**src/rtl/piso_pkg.sv**
```systemverilog
// Shared definitions for the parallel-in / serial-out shift register.
package piso_pkg;

  // The serialiser is either waiting for a word or shifting one out.
  typedef enum logic {
    OCIOSO     = 1'b0,
    DESLOCANDO = 1'b1
  } estado_t;

endpackage

```
**src/rtl/buffer_palavra.sv**
```systemverilog
// One-entry word buffer with a full flag. It holds the next word while the
// current one is still being shifted out.
module buffer_palavra #(
  parameter int LARGURA = 8
) (
  input  logic               clk,
  input  logic               reset,
  input  logic               escrever,
  input  logic               consumir,
  input  logic [LARGURA-1:0] dado_entrada,
  output logic [LARGURA-1:0] dado,
  output logic               cheio
);

  // Capture a word on write, drop the full flag once the word is consumed.
  always_ff @(posedge clk) begin
    if (!reset) begin
      dado  <= '0;
      cheio <= 1'b0;
    end else if (escrever) begin
      dado  <= dado_entrada;
      cheio <= 1'b1;
    end else if (consumir) begin
      cheio <= 1'b0;
    end
  end

endmodule

```
**src/rtl/registrador_piso_param.sv**
```systemverilog
// Parameterised parallel-in / serial-out register. A word is accepted with a
// valid/ready handshake and shifted out one bit per enable tick. A one-word
// holding buffer allows back-to-back words with no idle cycle between them.
module registrador_piso_param
  import piso_pkg::*;
#(
  parameter int LARGURA      = 8,
  parameter bit MSB_PRIMEIRO = 1'b0,
  parameter bit NIVEL_OCIOSO = 1'b0
) (
  input  logic               clk,
  input  logic               reset,
  input  logic               enable,
  input  logic               entrada_valida,
  input  logic [LARGURA-1:0] entrada_paralela,
  output logic               entrada_pronta,
  output logic               saida_serial,
  output logic               saida_valida,
  output logic               ultimo_bit,
  output logic               ocupado
);

  localparam int               CW     = $clog2(LARGURA);
  localparam logic [CW-1:0]    ULTIMO = CW'(LARGURA - 1);

  estado_t            estado, estado_prox;
  logic [CW-1:0]      contador, contador_prox, indice;
  logic [LARGURA-1:0] deslocador, deslocador_prox, buf_dado;
  logic               buf_cheio, aceita, fim, grava_buf, consome_buf;

  // Ready depends only on the registered full flag, never on valid or enable.
  assign entrada_pronta = ~buf_cheio;
  assign aceita         = entrada_valida & ~buf_cheio;
  assign fim            = (contador == ULTIMO);
  assign indice         = MSB_PRIMEIRO ? (ULTIMO - contador) : contador;

  buffer_palavra #(
    .LARGURA(LARGURA)
  ) u_buffer (
    .clk          (clk),
    .reset        (reset),
    .escrever     (grava_buf),
    .consumir     (consome_buf),
    .dado_entrada (entrada_paralela),
    .dado         (buf_dado),
    .cheio        (buf_cheio)
  );

  // State, bit counter and shift register; reset wins over accept and enable.
  always_ff @(posedge clk) begin
    if (!reset) begin
      estado     <= OCIOSO;
      contador   <= '0;
      deslocador <= '0;
    end else begin
      estado     <= estado_prox;
      contador   <= contador_prox;
      deslocador <= deslocador_prox;
    end
  end

  // Next-state logic: load, advance, refill from the buffer or go idle.
  always_comb begin
    estado_prox     = estado;
    contador_prox   = contador;
    deslocador_prox = deslocador;
    grava_buf       = 1'b0;
    consome_buf     = 1'b0;
    case (estado)
      OCIOSO: begin
        if (aceita) begin
          deslocador_prox = entrada_paralela;
          contador_prox   = '0;
          estado_prox     = DESLOCANDO;
        end
      end
      DESLOCANDO: begin
        // A word arriving on the last-bit tick with an empty buffer bypasses
        // the buffer and goes straight into the shift register below.
        if (aceita && !(enable && fim)) begin
          grava_buf = 1'b1;
        end
        if (enable) begin
          if (!fim) begin
            contador_prox = contador + CW'(1);
          end else begin
            contador_prox = '0;
            if (buf_cheio) begin
              deslocador_prox = buf_dado;
              consome_buf     = 1'b1;
            end else if (aceita) begin
              deslocador_prox = entrada_paralela;
            end else begin
              estado_prox = OCIOSO;
            end
          end
        end
      end
      default: estado_prox = OCIOSO;
    endcase
  end

  // Outputs come from registered state only; idle shows the configured level.
  always_comb begin
    saida_valida = 1'b0;
    ultimo_bit   = 1'b0;
    saida_serial = NIVEL_OCIOSO;
    if (estado == DESLOCANDO) begin
      saida_valida = 1'b1;
      ultimo_bit   = fim;
      saida_serial = deslocador[indice];
    end
    ocupado = (estado == DESLOCANDO) | buf_cheio;
  end

endmodule

```
**config.mk**
```make
export PLATFORM = sky130hd
export DESIGN_NAME = registrador_piso_param
export DESIGN_NICKNAME = d
export VERILOG_FILES = /design/src/rtl/piso_pkg.sv /design/src/rtl/buffer_palavra.sv /design/src/rtl/registrador_piso_param.sv
export SDC_FILE = /design/constraint.sdc
export NUM_CORES = 1
export LEC_CHECK = 0
export ABC_AREA = 0
export ABC_CLOCK_PERIOD_IN_PS = 1710
export BUFFER_PORTS_ARGS = -buffer_cell sky130_fd_sc_hd__buf_2
export CORE_MARGIN = 2
export CORE_UTILIZATION = 38
export CTS_CLUSTER_DIAMETER = 80
export DETAILED_ROUTE_END_ITERATION = 6
export HOLD_SLACK_MARGIN = 0.02
export PLACE_DENSITY = 0.65
export SLEW_MARGIN = 0
export SYNTH_ARGS = -nofsm -noshare
export SYNTH_HDL_FRONTEND = slang
export SYNTH_SLANG_ARGS = --single-unit
export TNS_END_PERCENT = 50
```
**constraint.sdc**
```tcl
create_clock -name clk -period 1.71 [get_ports clk]
set_clock_uncertainty 0.05 [all_clocks]
set_input_delay 0.0855 -clock clk [delete_from_list [all_inputs] [get_ports clk]]
set_output_delay 0.0855 -clock clk [all_outputs]
set_load 0.05 [all_outputs]
```
==> impl_metrics.csv, run 1 <==
group,metric,value,unit
status,status,"completed",
setup_path,worst_r2r_path_depth,6,
sta,rsz0062_at_grt,"yes",
cts,ctsHtreeMaxLevel,1,
placed_design,dp_cells,161,
floorplan,core_area,2780,µm²
global_routing,grt_max_degree,22,
synth,synthCells,120,
cts,clk_latency,310,ps
power_and_ir_drop,clockPowerShare,0.243,
setup_path,worst-path-max-fanout,4,
setup_path,worstPathRequired,1570,ps
sta,relSlewSlack,0.710,
power_and_ir_drop,p_comb_frac,0.216,
floorplan,row_count,19,
synth,syn-cell-area,1120,µm²
synth,synth_nets,134,
global_routing,grt.overflow.total,0,
cts,cts_tree,"done",
route,dr.pass1.iters,4,
layout,diodes,0,
global_routing,track_usage,0.156,
cts,clk_path_buf_depth,2,
placed_design,place_area,1220,µm²
floorplan,io_pins,17,
sta,timing_worst_slew_pin_value,435,ps
power_and_ir_drop,power_density,728,nW/µm²
setup_path,crit_path_end_kind,"output port",
sta,setup_viol,0,
floorplan,dieArea,3400,µm²
synth,yosysSeqAreaShare,0.375,
global_routing,grt_first_pass_wirelength,4100,µm
flow_run,maxCapViolCount,0,
layout,layoutNonFillerInstCount,175,
setup_path,arrival,1550,ps
route,vias,975,
placed_design,hpwl,1730,µm
route,drc,0,
setup_path,cp-start-kind,"flop",
synth,ys_ff_latch,21,
setup_path,r2r-start,"contador[1]",
floorplan,start_util,0.403,
min_path,hp-class,"in2reg",
cts,cts_sinks,21,
placed_design,dp_slack,97.5,ps
power_and_ir_drop,p_leak,0.600,nW
route,vias_per_cell,5.57,
layout,area_delta_synth_final,24.8,%
floorplan,die_h,58.3,µm
synth,ys_types,32,
power_and_ir_drop,p_int,714,µW
min_path,hp-start,"enable",
placed_design,io_buffers,16,
placed_design,gp_congestion,0.745,
sta,max_freq,0.592,GHz
global_routing,grt_pass1_vias,921,
floorplan,die_w,58.3,µm
sta,tns,0,ps
power_and_ir_drop,seq_power_share,0.541,
layout,fillers,267,
sta,drv_slew,0,
sta,fin_ws,21.3,ps
power_and_ir_drop,p_switching,303,µW
cts,root_buffer,"clkbuf_4",
sta,finalHoldViolCount,0,
route,postRouteAntennaNets,0,
layout,stdcell_area,1400,µm²
sta,period_share,0.988,
power_and_ir_drop,peakVddDrop,0.447,mV
min_path,whs_path_depth,3,
setup_path,cp_slowest_stage_delay,530,ps
layout,final_nets,159,
synth,synth-warning-count,0,
route,drt-total-wl,2370,µm
setup_path,r2r_slack,180,ps
setup_path,critPathKind,"reg2out",
route,wire_per_inst,13.5,µm
setup_path,r2r-end,"u_buffer.dado[7]",
sta,final.min_clock_period,1690,ps
layout,drive_gt1_frac,0.271,
min_path,holdPathEnd,"contador[2]",
synth,avgSynthCellArea,9.33,µm²
route,drt_iter0_drc,32,
cts,numCtsBuffers,3,
setup_path,path_cells,"mux4_2 -> nor2_4 -> a311oi_4 -> buf_6",
global_routing,antenna_found_initial,0,
cts,clk_pin_slew,120,ps
power_and_ir_drop,switching_share,0.298,
setup_path,cp_slowest_cell,"mux4_2",
[metrics by stage]
stage	hold WS [ps]	power (mW)	util
2_1_floorplan	183	0.710	-
3_3_place_gp	305	0.750	0.439
3_5_place_dp	313	0.755	0.439
4_1_cts	29.4	1.02	0.493
5_1_grt	46.7	1.07	0.502
6_report	35.4	1.02	0.502
[critical path: cells and delay by family, from the launching register on]
family	cells	cell delay [ps]
buf+inv	1	170
compound gates	1	40
mux	1	530
flops	1	390
simple gates	1	120
[what timing repair did]
action / 4_1_cts / 5_1_grt
endpoints found under the hold margin: 10 / 0
setup endpoints to repair: 2 / 5
gates resized for setup: 10 / 6
hold buffers: 9 / 0
pin swaps: 1 / 1
buffers inserted: 1 / 0
[cell usage in the layout, fill, tap and decap left out, types with 2 or more instances in the layout]
master         Yosys  layout
dfxtp_1           21      18
o21ai_0           15      15
buf_2              4      14
a21oi_1           12      12
nand3_1           12      12
and3b_1            9       9
dlygate4sd3_1      0       9
nor3b_1            8       8
o211a_1            8       8
buf_4              0       4
inv_1              3       3
clkbuf_4           0       3
mux2i_1            2       2
dfxtp_2            0       2
buf_6              1       2
[Yosys cell counts]
| library cell | number | area, µm² |
|---|---|---|
| inv_1 | 3 | 11.3 |
| or3b_1 | 1 | 8.76 |
| nand3_1 | 12 | 60.1 |
| mux2_2 | 1 | 11.3 |
| buf_2 | 4 | 20.0 |
| o31ai_1 | 1 | 7.51 |
| nor3b_1 | 8 | 60.1 |
| or2_2 | 1 | 6.26 |
| clkbuf_2 | 1 | 5.00 |
| nor2_1 | 2 | 7.51 |
| a311oi_1 | 1 | 8.76 |
| a21bo_4 | 1 | 16.3 |
| nand2_2 | 1 | 6.26 |
| a21oi_1 | 12 | 60.1 |
| o211a_1 | 8 | 80.1 |
| nand2_1 | 1 | 3.75 |
| o21ai_1 | 1 | 5.00 |
| a211oi_1 | 1 | 7.51 |
| dfxtp_1 | 21 | 420 |
| mux2i_1 | 2 | 20.0 |
| mux4_1 | 1 | 26.3 |
| a31oi_1 | 1 | 6.26 |
| clkbuf_1 | 2 | 7.51 |
| ha_1 | 2 | 25.0 |
| clkbuf_8 | 1 | 13.8 |
| nor4bb_1 | 1 | 10.0 |
| and2_1 | 2 | 12.5 |
| and3b_1 | 9 | 78.8 |
| buf_6 | 1 | 11.3 |
| nand3b_2 | 1 | 11.3 |
| a21oi_4 | 1 | 16.3 |
| o21ai_0 | 15 | 75.1 |
[logic make-up (layout without fill, tap and decap cells)]
group                      after synthesis  in the layout  synth area share
and+or+nand+nor                         39             39             0.237
AOI/OAI and AO/OA                       42             42             0.253
DFF                                     21             21             0.375
adders and majority gates                2              2            0.0223
buffers and inverters                   12             36            0.0614
muxes                                    4              4            0.0514
[worst max path at each step]
stage	startpoint	to	slack, ps	depth (start not counted)
floorplan	estado	saida_serial	140	3
global placement	contador[1]	saida_serial	160	4
detailed placement	contador[1]	u_buffer.dado[4]	100	5
CTS	contador[1]	saida_serial	-20	4
global route	contador[1]	saida_serial	-30	4
finish	contador[1]	saida_serial	20	4
[flip-flops by register name, summed over array words and instances (netlist names)]
signal          count
contador            3
deslocador          8
estado              1
u_buffer.cheio      1
u_buffer.dado       8
[power by group through the flow]
stage | Sequential [mW] | Combinational [mW] | Clock, mW
3_5_place_dp | 0.561 | 0.194 | 0
2_1_floorplan | 0.556 | 0.154 | 0
3_3_place_gp | 0.560 | 0.189 | 0
4_1_cts | 0.550 | 0.217 | 0.255
6_report | 0.551 | 0.219 | 0.247
5_1_grt | 0.556 | 0.240 | 0.275
[cell type report]
cell class                      count  area (µm²)  share of cell area
Clock buffer                        4        26.3              0.0188
Inverter                            3        11.3             0.00806
Multi-Input combinational cell     87         682               0.488
Sequential cell                    21         427               0.305
Tap cell                           31        38.8              0.0278
Timing Repair Buffer               29         213               0.152
[routing by layer]
layer / global-route usage / wire, µm / vias to the layer above
met1: 0.212 / 1180 / 451
met2: 0.246 / 1060 / 24
li1: - / - / 495
met4: 0.0698 / 45 / 0
met3: 0.0201 / 85 / 5
met5: 0 / 0 / -
Power figures use the tool's default switching activity.
==> run 2, diff against run 1 <==
--- a/config.mk
+++ b/config.mk
@@ -6,7 +6,7 @@
 export NUM_CORES = 1
 export LEC_CHECK = 0
 export ABC_AREA = 0
-export ABC_CLOCK_PERIOD_IN_PS = 1710
+export ABC_CLOCK_PERIOD_IN_PS = 1800
 export BUFFER_PORTS_ARGS = -buffer_cell sky130_fd_sc_hd__buf_2
 export CORE_MARGIN = 2
 export CORE_UTILIZATION = 38
@@ -14,6 +14,7 @@
 export DETAILED_ROUTE_END_ITERATION = 6
 export HOLD_SLACK_MARGIN = 0.02
 export PLACE_DENSITY = 0.65
+export REMOVE_ABC_BUFFERS = 1
 export SLEW_MARGIN = 0
 export SYNTH_ARGS = -nofsm -noshare
 export SYNTH_HDL_FRONTEND = slang
==> constraint.sdc (replaced) <==
create_clock -name clk -period 1.8 [get_ports clk]
set_clock_uncertainty 0.05 [all_clocks]
set_input_delay 0.09 -clock clk [delete_from_list [all_inputs] [get_ports clk]]
set_output_delay 0.09 -clock clk [all_outputs]
set_load 0.05 [all_outputs]
==> run 2 against run 1 <==
Global-route usage increased by 0.62 points. Cell area fell by 5.0%. Core utilization shrank 2.5 points. Largest cell class unchanged. Largest power group unchanged. Register-to-register slack is essentially flat. First-iteration DRC count fell by 69%.
==> impl_metrics.csv, run 2 (synthesis results as in run 1) <==
group,metric,value,unit
layout,final_nets,158,
sta,relSlewSlack,0.697,
route,postRouteAntennaNets,0,
layout,area_delta_synth_final,18.5,%
setup_path,worstPathRequired,1660,ps
status,status,"completed",
setup_path,arrival,1570,ps
cts,cts_sinks,21,
sta,max_freq,0.585,GHz
route,highest_layer,"met4",
cts,numCtsBuffers,3,
cts,cts_setup_buffers,0,
layout,fillers,266,
global_routing,antenna_found_initial,0,
route,drt_iter0_drc,10,
global_routing,grt_max_degree,21,
power_and_ir_drop,finalPower,945,µW
layout,drive_gt1_frac,0.210,
floorplan,row_count,19,
floorplan,start_util,0.403,
route,vias,985,
sta,finalHoldViolCount,0,
setup_path,worst-path-max-fanout,5,
min_path,hp-class,"in2reg",
power_and_ir_drop,p_leak,0.606,nW
global_routing,grt_first_pass_wirelength,4240,µm
setup_path,cp_top_family,"multiplexers",
sta,rsz0062_at_grt,"yes",
setup_path,cp_slowest_stage_delay,540,ps
sta,period_share,0.950,
route,met3_length,111,µm
floorplan,die_h,58.3,µm
sta,timing_worst_slew_pin_value,454,ps
layout,reg_top3,"deslocador (8), u_buffer.dado (8), contador (3)",
placed_design,gp_congestion,0.710,
sta,final.min_clock_period,1710,ps
power_and_ir_drop,peakVddDrop,0.593,mV
layout,layoutNonFillerInstCount,174,
cts,clk_latency,300,ps
cts,cts_tree,"done",
route,met1Wirelength,1160,µm
sta,setup_viol,0,
cts,root_buffer,"clkbuf_4",
setup_path,path_cells,"mux4_1 -> nor2_1 -> a311oi_1 -> buf_4",
layout,diodes,0,
setup_path,cp_slowest_cell,"mux4_1",
layout,final_core_util,0.477,
flow_run,maxCapViolCount,0,
layout,multiInputGateArea,631,µm²
floorplan,io_pins,17,
placed_design,io_buffers,16,
cts,clk_path_buf_depth,2,
layout,final_common_cell,"dfxtp_1",
route,drt-total-wl,2490,µm
route,dr.pass1.iters,4,
global_routing,track_usage,0.162,
sta,drv_slew,0,
route,dr_wl_met2,1210,µm
global_routing,grt.overflow.total,0,
sta,whs,52.1,ps
global_routing,grt_pass1_vias,908,
route,drc,0,
cts,ctsHtreeMaxLevel,1,
floorplan,core_area,2780,µm²
floorplan,dieArea,3400,µm²
setup_path,crit_path_end_kind,"output port",
power_and_ir_drop,power_density,712,nW/µm²
placed_design,hpwl,1830,µm
route,wire_per_inst,14.3,µm
layout,seqCellArea,424,µm²
setup_path,cp-start-kind,"flop",
layout,mostFrequentLayoutCells,"dfxtp_1, o21ai_0, buf_2, a21oi_1, nand3_1",
sta,tns,0,ps
cts,clk_pin_slew,110,ps
setup_path,path_buf_inv,1,
route,vias_per_cell,5.66,
setup_path,critPathKind,"reg2out",
floorplan,die_w,58.3,µm
placed_design,dp_cells,161,
## run 2: changes by cell type in the layout (fill, tap and decap cells not counted), moves of 2 or more
cell,delta
buf_6,-2
dfxtp_1,+2
dfxtp_2,-2
ha_1,+2
## run 2: area by class of cell
class                   count  share of cell area
multi-input cells          87               0.475
flip-flops and latches     21               0.320
repair buffers             28               0.147
well taps                  31              0.0292
clock buffers               3              0.0170
inverters                   3             0.00848
clock inverters             1             0.00377
## run 2: metal layers
metal | vias to the layer above | track usage
li1 | 497 | -
met1 | 468 | 0.215
met2 | 18 | 0.268
met3 | 2 | 0.0402
met4 | 0 | 0.0299
met5 | - | 0
## run 2: final timing paths
path               startpoint          endpoint  slack, ps  cells past startpoint
max reg2reg       contador[0]     deslocador[4]        180                      5
min                    enable       contador[1]         50                      3
max               contador[1]      saida_serial         90                      4
min reg2reg  u_buffer.dado[5]  u_buffer.dado[5]        440                      2
## run 2: report_power, final
group          internal, mW  switching [mW]
sequential            0.495          0.0219
clock                0.0828           0.141
combinational        0.0918           0.113
## run 2: timing repair
item | CTS | global route
cloned | 0 | 0
gates resized for setup | 1 | 3
hold endpoints to repair | 8 | 2
setup endpoints to repair | 1 | 1
pin swaps | 0 | 0
hold buffers | 8 | 1
## run 2: per-stage QoR
step	area [µm²]	worst slack, ps
floorplan	1060	-741
global placement	1200	232
detailed placement	1200	176
CTS	1310	34.6
global route	1330	-1.39
finish	1330	89.9
## run 2: worst register-to-register path: stages (launching register included)
cell	delay (ps)
dfxtp_1	420
ha_1	180
ha_1	250
nand2_2	200
a21oi_4	310
o211a_1	170
